File: config.mk
export PLATFORM = sky130hd
export DESIGN_NAME = nano_loader
export DESIGN_NICKNAME = d
export VERILOG_FILES = /design/src/rtl/nano_loader.sv
export SDC_FILE = /design/constraint.sdc
export NUM_CORES = 1
export LEC_CHECK = 0
export CAP_MARGIN = 0
export CORE_ASPECT_RATIO = 1.1
export CORE_UTILIZATION = 45
export DETAILED_ROUTE_END_ITERATION = 7
export PLACE_DENSITY = 0.64
export SLEW_MARGIN = 20
export SYNTH_ARGS = -nofsm -noshare
export SYNTH_HDL_FRONTEND = slang
export SYNTH_SLANG_ARGS = --single-unit
export TNS_END_PERCENT = 50
File: constraint.sdc
create_clock -name i_clk -period 2.15 [get_ports i_clk]
set_input_delay 0.43 -clock i_clk [delete_from_list [all_inputs] [get_ports i_clk]]
set_output_delay 0.43 -clock i_clk [all_outputs]
set_load 0.005 [all_outputs]
File: src/rtl/nano_loader.sv
// UART 8N1 program loader: receives a length-prefixed little-endian image and
// writes it into instruction memory, holding the core in reset until complete.
module nano_loader #(
  parameter int CLKS_PER_BIT = 16,
  parameter int ADDR_W       = 8
) (
  input  logic              i_clk,
  input  logic              i_rst,
  input  logic              i_rx,
  output logic              o_mem_we,
  output logic [ADDR_W-1:0] o_mem_addr,
  output logic [31:0]       o_mem_wdata,
  output logic              o_core_rst,
  output logic              o_done,
  output logic              o_err
);

  localparam int CW = (CLKS_PER_BIT > 2) ? $clog2(CLKS_PER_BIT) : 1;
  localparam logic [CW-1:0] BIT_END  = CW'(CLKS_PER_BIT - 1);
  localparam logic [CW-1:0] HALF_END = CW'(CLKS_PER_BIT / 2 - 1);
  localparam logic [31:0]   DEPTH    = 32'(2 ** ADDR_W);

  typedef enum logic [1:0] {RX_IDLE, RX_START, RX_DATA, RX_STOP} rx_state_t;
  typedef enum logic [2:0] {LD_LEN_LO, LD_LEN_HI, LD_DATA, LD_DONE, LD_ERR} ld_state_t;

  logic          sync1, sync2;
  rx_state_t     rx_state, rx_next;
  logic [CW-1:0] cnt, cnt_next;
  logic [2:0]    bit_idx, bit_next;
  logic [7:0]    shift, shift_next;
  logic          byte_valid, bv_next;
  logic          frame_err, ferr_next;

  ld_state_t     ld_state, ld_next;
  logic [15:0]   len;
  logic [15:0]   hdr;
  logic [1:0]    byte_idx;
  logic [ADDR_W:0] word_idx;
  logic [23:0]   word_buf;

  always_ff @(posedge i_clk) begin
    if (i_rst) begin
      sync1 <= 1'b1;
      sync2 <= 1'b1;
    end else begin
      sync1 <= i_rx;
      sync2 <= sync1;
    end
  end

  // Receiver: all sampling is done on the synchronized line at mid-bit.
  always_ff @(posedge i_clk) begin
    if (i_rst) begin
      rx_state   <= RX_IDLE;
      cnt        <= '0;
      bit_idx    <= '0;
      shift      <= '0;
      byte_valid <= 1'b0;
      frame_err  <= 1'b0;
    end else begin
      rx_state   <= rx_next;
      cnt        <= cnt_next;
      bit_idx    <= bit_next;
      shift      <= shift_next;
      byte_valid <= bv_next;
      frame_err  <= ferr_next;
    end
  end

  always_comb begin
    rx_next    = rx_state;
    cnt_next   = cnt + 1'b1;
    bit_next   = bit_idx;
    shift_next = shift;
    bv_next    = 1'b0;
    ferr_next  = 1'b0;
    unique case (rx_state)
      RX_IDLE: begin
        cnt_next = '0;
        if (!sync2) rx_next = RX_START;
      end
      RX_START: if (cnt == HALF_END) begin
        cnt_next = '0;
        bit_next = '0;
        rx_next  = sync2 ? RX_IDLE : RX_DATA;
      end
      RX_DATA: if (cnt == BIT_END) begin
        cnt_next   = '0;
        shift_next = {sync2, shift[7:1]};
        bit_next   = bit_idx + 3'd1;
        if (bit_idx == 3'd7) rx_next = RX_STOP;
      end
      RX_STOP: if (cnt == BIT_END) begin
        cnt_next  = '0;
        rx_next   = RX_IDLE;
        bv_next   = sync2;
        ferr_next = !sync2;
      end
      default: rx_next = RX_IDLE;
    endcase
  end

  assign hdr = {shift, len[7:0]};

  always_ff @(posedge i_clk) begin
    if (i_rst) ld_state <= LD_LEN_LO;
    else       ld_state <= ld_next;
  end

  // Completion is judged on the strobe cycle so done trails the last write.
  always_comb begin
    ld_next = ld_state;
    unique case (ld_state)
      LD_LEN_LO:
        if (frame_err)       ld_next = LD_ERR;
        else if (byte_valid) ld_next = LD_LEN_HI;
      LD_LEN_HI:
        if (frame_err) ld_next = LD_ERR;
        else if (byte_valid) begin
          if (hdr == 16'd0)              ld_next = LD_DONE;
          else if (32'(hdr) > DEPTH)     ld_next = LD_ERR;
          else                           ld_next = LD_DATA;
        end
      LD_DATA:
        if (frame_err) ld_next = LD_ERR;
        else if (o_mem_we && 32'(word_idx) == 32'(len)) ld_next = LD_DONE;
      LD_DONE: ld_next = LD_DONE;
      LD_ERR:  ld_next = LD_ERR;
      default: ld_next = LD_ERR;
    endcase
  end

  always_ff @(posedge i_clk) begin
    if (i_rst) begin
      len         <= '0;
      byte_idx    <= '0;
      word_idx    <= '0;
      word_buf    <= '0;
      o_mem_we    <= 1'b0;
      o_mem_addr  <= '0;
      o_mem_wdata <= '0;
    end else begin
      o_mem_we <= 1'b0;
      if (byte_valid && !frame_err) begin
        unique case (ld_state)
          LD_LEN_LO: len[7:0]  <= shift;
          LD_LEN_HI: len[15:8] <= shift;
          LD_DATA: begin
            byte_idx <= byte_idx + 2'd1;
            unique case (byte_idx)
              2'd0: word_buf[7:0]   <= shift;
              2'd1: word_buf[15:8]  <= shift;
              2'd2: word_buf[23:16] <= shift;
              2'd3: begin
                o_mem_we    <= 1'b1;
                o_mem_addr  <= word_idx[ADDR_W-1:0];
                o_mem_wdata <= {shift, word_buf};
                word_idx    <= word_idx + 1'b1;
              end
              default: ;
            endcase
          end
          default: ;
        endcase
      end
    end
  end

  assign o_done     = (ld_state == LD_DONE);
  assign o_err      = (ld_state == LD_ERR);
  assign o_core_rst = (ld_state != LD_DONE);

endmodule
After elaboration in Yosys (flattened, before gate mapping)
Index checks and enable logic that the tools add are counted.
W data, S select, Z words.
{ "word_totals": {"register_bits": 116, "in_bits": 3, "out_inout_bits": 44, "word_cells": 97} }
{ "op_classes": {"add_sub_neg": 4, "n_lt_le_gt_ge": 1, "eq_ne": 23, "mux": 23, "bitwise_logic": 4, "reduce_logical": 23} }
{ "op_table": {"columns": ["operator", "count"], "rows": [
  ["$mux W3", 10],
  ["$reduce_and A3 Y1", 6],
  ["$eq A9 B16 Y1", 1],
  ["$gt A16 B9 Y1 const B", 1],
  ["$logic_not A16 Y1", 1],
  ["$mux W2", 6],
  ["$pmux W3 S4", 1],
  ["$pmux W4 S3", 1],
  ["$ne A2 B2 Y1 const B", 5],
  ["$add A9 B1 Y9 const B", 1],
  ["$ne A3 B3 Y1 const B", 3],
  ["$eq A2 B2 Y1 const B", 4],
  ["$mux W4", 2],
  ["$pmux W2 S4", 1],
  ["$reduce_and A2 Y1", 4],
  ["$eq A3 B2 Y1 const B", 2],
  ["$eq A3 B3 Y1 const B", 2],
  ["$pmux W3 S2", 1],
  ["$reduce_or A3 Y1", 2],
  ["$reduce_and A5 Y1", 1],
  ["$add A4 B1 Y4 const B", 1],
  ["$eq A2 B1 Y1 const B", 2],
  ["$eq A4 B3 Y1 const B", 1],
  ["$eq A4 B4 Y1 const B", 1],
  ["12 further kinds", 18]
]} }

Depth between registers and ports, before layout
{ "logic_depth": {"depth_word": 6, "ltp_mapped": 7, "depth_no_buf": 5} }

Least setup slack after synthesis
Ideal clock, no wire load.
{ "synth_path": {"kind": "register -> register", "start": "register frame_err", "end": "register word_idx[7]", "setup_ps": 128, "t_arrival_ps": 1486, "required_time_ps": 2022, "slack_ps": 537, "path_stages_with_launch": 7, "n_path_buf": 2, "synth_period_minus_slack_ps": 1613, "path_cell_list": "dfxtp_1 > buf_6 > or4b_1 > buf_2 > nor4_4 > xnor2_1 > nor2_1"} }
{ "synth_between": {"elab_chain_cells": 3} }
{ "synth_lines": {"columns": ["element", "line", "source"], "rows": [
  ["from (decl)", "32", "logic frame_err, ferr_next;"],
  ["from (signal assigned)", "66", "frame_err <= ferr_next;"],
  ["$logic_not A1 Y1", "144", "if (byte_valid && !frame_err) begin"],
  ["$logic_and A1 B1 Y1", "144", null],
  ["$reduce_and A3 Y1 (no line)", null, null],
  ["to (signal assigned)", "158", "word_idx <= word_idx + 1'b1;"],
  ["to (decl)", "38", "logic [ADDR_W:0] word_idx;"]
]} }
Every way passes these cells.
A chain may end at the register's enable or synchronous reset.

Worst setup path after layout
{ "layout_path": {"start": "register ld_state[2]", "end": "output port o_done"} }
{ "layout_between": {"elab_chain_cells": 1} }
{ "layout_lines": {"columns": ["element", "line", "source"], "rows": [
  ["from (decl)", "34", "ld_state_t ld_state, ld_next;"],
  ["from (signal assigned)", "107", "else ld_state <= ld_next;"],
  ["$eq A3 B2 Y1", "169", "assign o_done = (ld_state == LD_DONE);"],
  ["to (decl)", "14", "output logic o_done,"]
]} }
Every way passes these cells.

==> out/summary.json <==
{
  "logic_synthesis": {
    "synthCells": 518,
    "synth_fp_nets": 529,
    "yosysTopAreaCell": "sky130_fd_sc_hd__dfxtp_1",
    "yosys_warnings": 0,
    "synth_edf_count": 0,
    "most_common_cell_in_the_netlist": "sky130_fd_sc_hd__dfxtp_1",
    "ys_async_sr_fraction_pct": 0,
    "synth_sequential_area_ratio_pct": 50.0,
    "synth_top_area_share_pct": 50.0,
    "ys_top_cells_by_count": "sky130_fd_sc_hd__dfxtp_1 (116), sky130_fd_sc_hd__nand2_1 (88), sky130_fd_sc_hd__nor2_1 (66), sky130_fd_sc_hd__a21oi_1 (52), sky130_fd_sc_hd__mux2i_1 (49)",
    "syn_avg_cell_area_um2": 8.96,
    "synthesis.area_um2": 4640,
    "ys_top_cells_by_area": "sky130_fd_sc_hd__dfxtp_1 (50%), sky130_fd_sc_hd__mux2i_1 (11%), sky130_fd_sc_hd__nand2_1 (7.1%)",
    "ys_ff_latch": 116,
    "synth_flop_cell": "sky130_fd_sc_hd__dfxtp_1",
    "synth.lib_cells_used.distinct": 42
  },
  "layout": {
    "area_growth_pct": 25.3,
    "final_net_count": 573,
    "drive_above_1_share_pct": 10.5,
    "antenna-diode-count": 0
  },
  "setup_path": {
    "startpoint_type": "register",
    "worst-endpoint-arrival_ns": 1.62,
    "worst-r2r-cell-count": 6,
    "worstPathMaxFanout": 6,
    "end_kind": "primary output",
    "critPathKind": "register to primary output",
    "timing.critical_path.required_ns": 1.72,
    "worst-r2r-setup-slack_ns": 0.22
  },
  "sta": {
    "period_share_pct": 95.1,
    "period_needed_ns": 2.05,
    "worst-slew-pin-transition_ns": 0.535,
    "rsz_0062_raised_after_global_routing": "false",
    "finalClockSkew_ns": 0.00933,
    "setup_viol_count_final": 0,
    "slew_viol_final": 0,
    "fmaxAchievable_mhz": 489,
    "hold_violations_final": 0,
    "max-slew-margin-rel_pct": 64.2,
    "timing.setup.tns_ns": 0
  },
  "power_and_ir_drop": {
    "pwr-share-comb_pct": 1.1,
    "netSwitchingPower_uw": 967,
    "vdd_drop_max_mv": 0.524,
    "power_frac_clock_pct": 54.2,
    "cellPowerDensity_nw_per_um2": 829,
    "total_leakage_power_nw": 2.34,
    "p_int_mw": 3.86,
    "power.share.sequential_pct": 44.7,
    "netSwitchingFraction_pct": 20.0,
    "design_power_total_mw": 4.82
  },
  "drt": {
    "remaining_drc_errors": 0,
    "first_pass_iters": 4,
    "routed_wirelength_mm": 9.72,
    "wl_met2_mm": 4.49,
    "dr.first_iter.drc_count": 134,
    "avgRoutedWirePerCell_um": 14.0,
    "route.vias.total": 3590,
    "wl_met3_um": 386,
    "m1WireLength_mm": 4.70,
    "vias_per_cell": 5.18,
    "highest-signal-layer": "met4",
    "drtAntennaViolNets": 0
  },
  "global_routing": {
    "antenna_found_initial": 0,
    "via_count_of_the_first_global_routing_pass": 3359,
    "grt_max_degree": 62,
    "grt_first_pass_wirelength_mm": 16.4,
    "grt_usage_pct": 19.7,
    "global_route.overflow_total": 0
  },
  "clock_network": {
    "tritoncts_clock_tree": "built",
    "cts_hold_buf": 0,
    "numClockSinks": 116,
    "ctsHtreeMaxLevel": 4,
    "path_clk_slew_ns": 0.05,
    "tritoncts.num_buffers": 17,
    "clockBufferDepth": 2,
    "clockRootBuffer": "sky130_fd_sc_hd__clkbuf_8",
    "clock_latency_ns": 0.51
  },
  "hold_path": {
    "worst_hold_path.num_cells": 2,
    "worstHoldPathType": "input port to register"
  },
  "floorplan": {
    "die_area_um2": 10700,
    "die_y_um": 109,
    "number_of_placement_rows": 38,
    "ios": 47,
    "start_util_pct": 46.7,
    "core_region_area_um2": 9940,
    "die_boundary_width_um": 98.8
  },
  "placement": {
    "port-buffer-count": 46,
    "gp_congestion": 0.769,
    "detailed_place_hpwl_mm": 6.34
  },
  "run_status": {
    "status": "completed"
  },
  "flow_run": {
    "max_cap_viol_count": 0
  }
}
[sequential cells by signal (all words and copies together), names as in the netlist, named ones only]
| name | flops |
|---|---|
| o_mem_addr | 8 |
| cnt | 4 |
| sync1 | 1 |
| sync2 | 1 |
| frame_err | 1 |
| len | 16 |
| byte_valid | 1 |
| ld_state | 3 |
| rx_state | 1 |
| bit_idx | 3 |
| word_idx | 9 |
| o_mem_wdata | 32 |
| shift | 8 |
| byte_idx | 2 |
| o_mem_we | 1 |
| word_buf | 24 |
[path summary, 6_finish.rpt]
path,startpoint,end
max,ld_state[2],o_done
min reg2reg,sync1,sync2
max reg2reg,ld_state[0],word_idx[6]
min,i_rst,bit_idx[2]
[through the flow]
step	utilization, %	instances	area (µm²)	worst slack, ns	hold WS (ns)
6_report	58.5	693	5820	0.105	0.325
5_1_grt	58.5	693	5820	0.0221	0.321
4_1_cts	58.3	691	5790	0.0112	0.313
3_5_place_dp	52.5	661	5220	0.297	0.395
3_3_place_gp	52.5	661	5220	0.320	0.396
2_1_floorplan	-	518	4640	0.537	0.389
[cells by family (layout without fill, tap and decap cells)]
family | after synthesis | count (layout) | synth area share, %
AOI/OAI and AO/OA | 65 | 65 | 7.60
muxes | 49 | 49 | 10.6
buffers and inverters | 46 | 101 | 4.31
DFF | 116 | 116 | 50.0
adders and majority gates | 8 | 8 | 2.16
xor gates and xnor gates | 18 | 18 | 3.40
and+or+nand+nor | 216 | 216 | 21.9
[routing by layer]
| layer | vias up | GRT usage, % |
|---|---|---|
| li1 | 1833 | - |
| met3 | 13 | 4.72 |
| met4 | 0 | 8.32 |
| met5 | - | 0 |
| met2 | 78 | 31.8 |
| met1 | 1666 | 25.3 |
[critical path: stages (launching register included)]
cell,delay [ns]
sky130_fd_sc_hd__dfxtp_2,0.35
sky130_fd_sc_hd__inv_2,0.11
sky130_fd_sc_hd__nand3_2,0.11
sky130_fd_sc_hd__inv_1,0.06
sky130_fd_sc_hd__clkdlybuf4s50_1,0.49
[area by class of cell]
type,instances,area (µm²)
Sequential cell,116,2330
Tap cell,120,150
Multi-Input combinational cell,356,2140
Fill cell,874,4120
Clock inverter,9,106
Clock buffer,21,449
Inverter,7,26.3
Timing Repair Buffer,64,621
[cell usage in the layout (no fill, tap or decap), types with 2 or more instances in the layout]
cell                              netlist  layout
sky130_fd_sc_hd__a21oi_1               52      52
sky130_fd_sc_hd__buf_12                 0       2
sky130_fd_sc_hd__buf_4                  4      16
sky130_fd_sc_hd__bufinv_16              0       2
sky130_fd_sc_hd__clkbuf_1              30       2
sky130_fd_sc_hd__clkbuf_16              0      16
sky130_fd_sc_hd__clkbuf_8               0       3
sky130_fd_sc_hd__clkdlybuf4s50_1        0      44
sky130_fd_sc_hd__clkinv_2               0       3
sky130_fd_sc_hd__clkinvlp_4             0       3
sky130_fd_sc_hd__dfxtp_1              116     114
sky130_fd_sc_hd__ha_1                   8       8
sky130_fd_sc_hd__inv_1                  7       6
sky130_fd_sc_hd__mux2i_1               49      49
sky130_fd_sc_hd__nand2_1               88      88
sky130_fd_sc_hd__nand2b_1               5       5
sky130_fd_sc_hd__nand3_1               10       9
sky130_fd_sc_hd__nand4_1                7       7
sky130_fd_sc_hd__nand4b_1               2       2
sky130_fd_sc_hd__nor2_1                66      66
sky130_fd_sc_hd__nor2b_1                5       5
sky130_fd_sc_hd__nor3_1                 7       6
sky130_fd_sc_hd__nor4_1                 7       7
sky130_fd_sc_hd__nor4_4                 2       2
sky130_fd_sc_hd__nor4b_1                2       2
sky130_fd_sc_hd__o21a_1                 2       2
sky130_fd_sc_hd__o21ai_0                4       4
sky130_fd_sc_hd__or2_2                  3       3
sky130_fd_sc_hd__or3_1                  2       2
sky130_fd_sc_hd__or3b_1                 2       2
sky130_fd_sc_hd__xnor2_1               15      15
sky130_fd_sc_hd__xor2_1                 3       3
[power by group through the flow]
stage	sequential, mW	clock, mW	combinational (mW)
after floorplan	2.20	0	0.0386
after global placement	2.20	0	0.0518
after detailed placement	2.20	0	0.0530
after CTS	2.16	2.67	0.0531
after global routing	2.16	2.76	0.0577
final	2.16	2.61	0.0521
[what timing repair did]
action,CTS,global route
endpoints found under the hold margin,0,0
buffers inserted,0,2
resized for setup,6,3
setup endpoints to repair,3,1
Note: power is estimated with default switching activity, not from simulation.
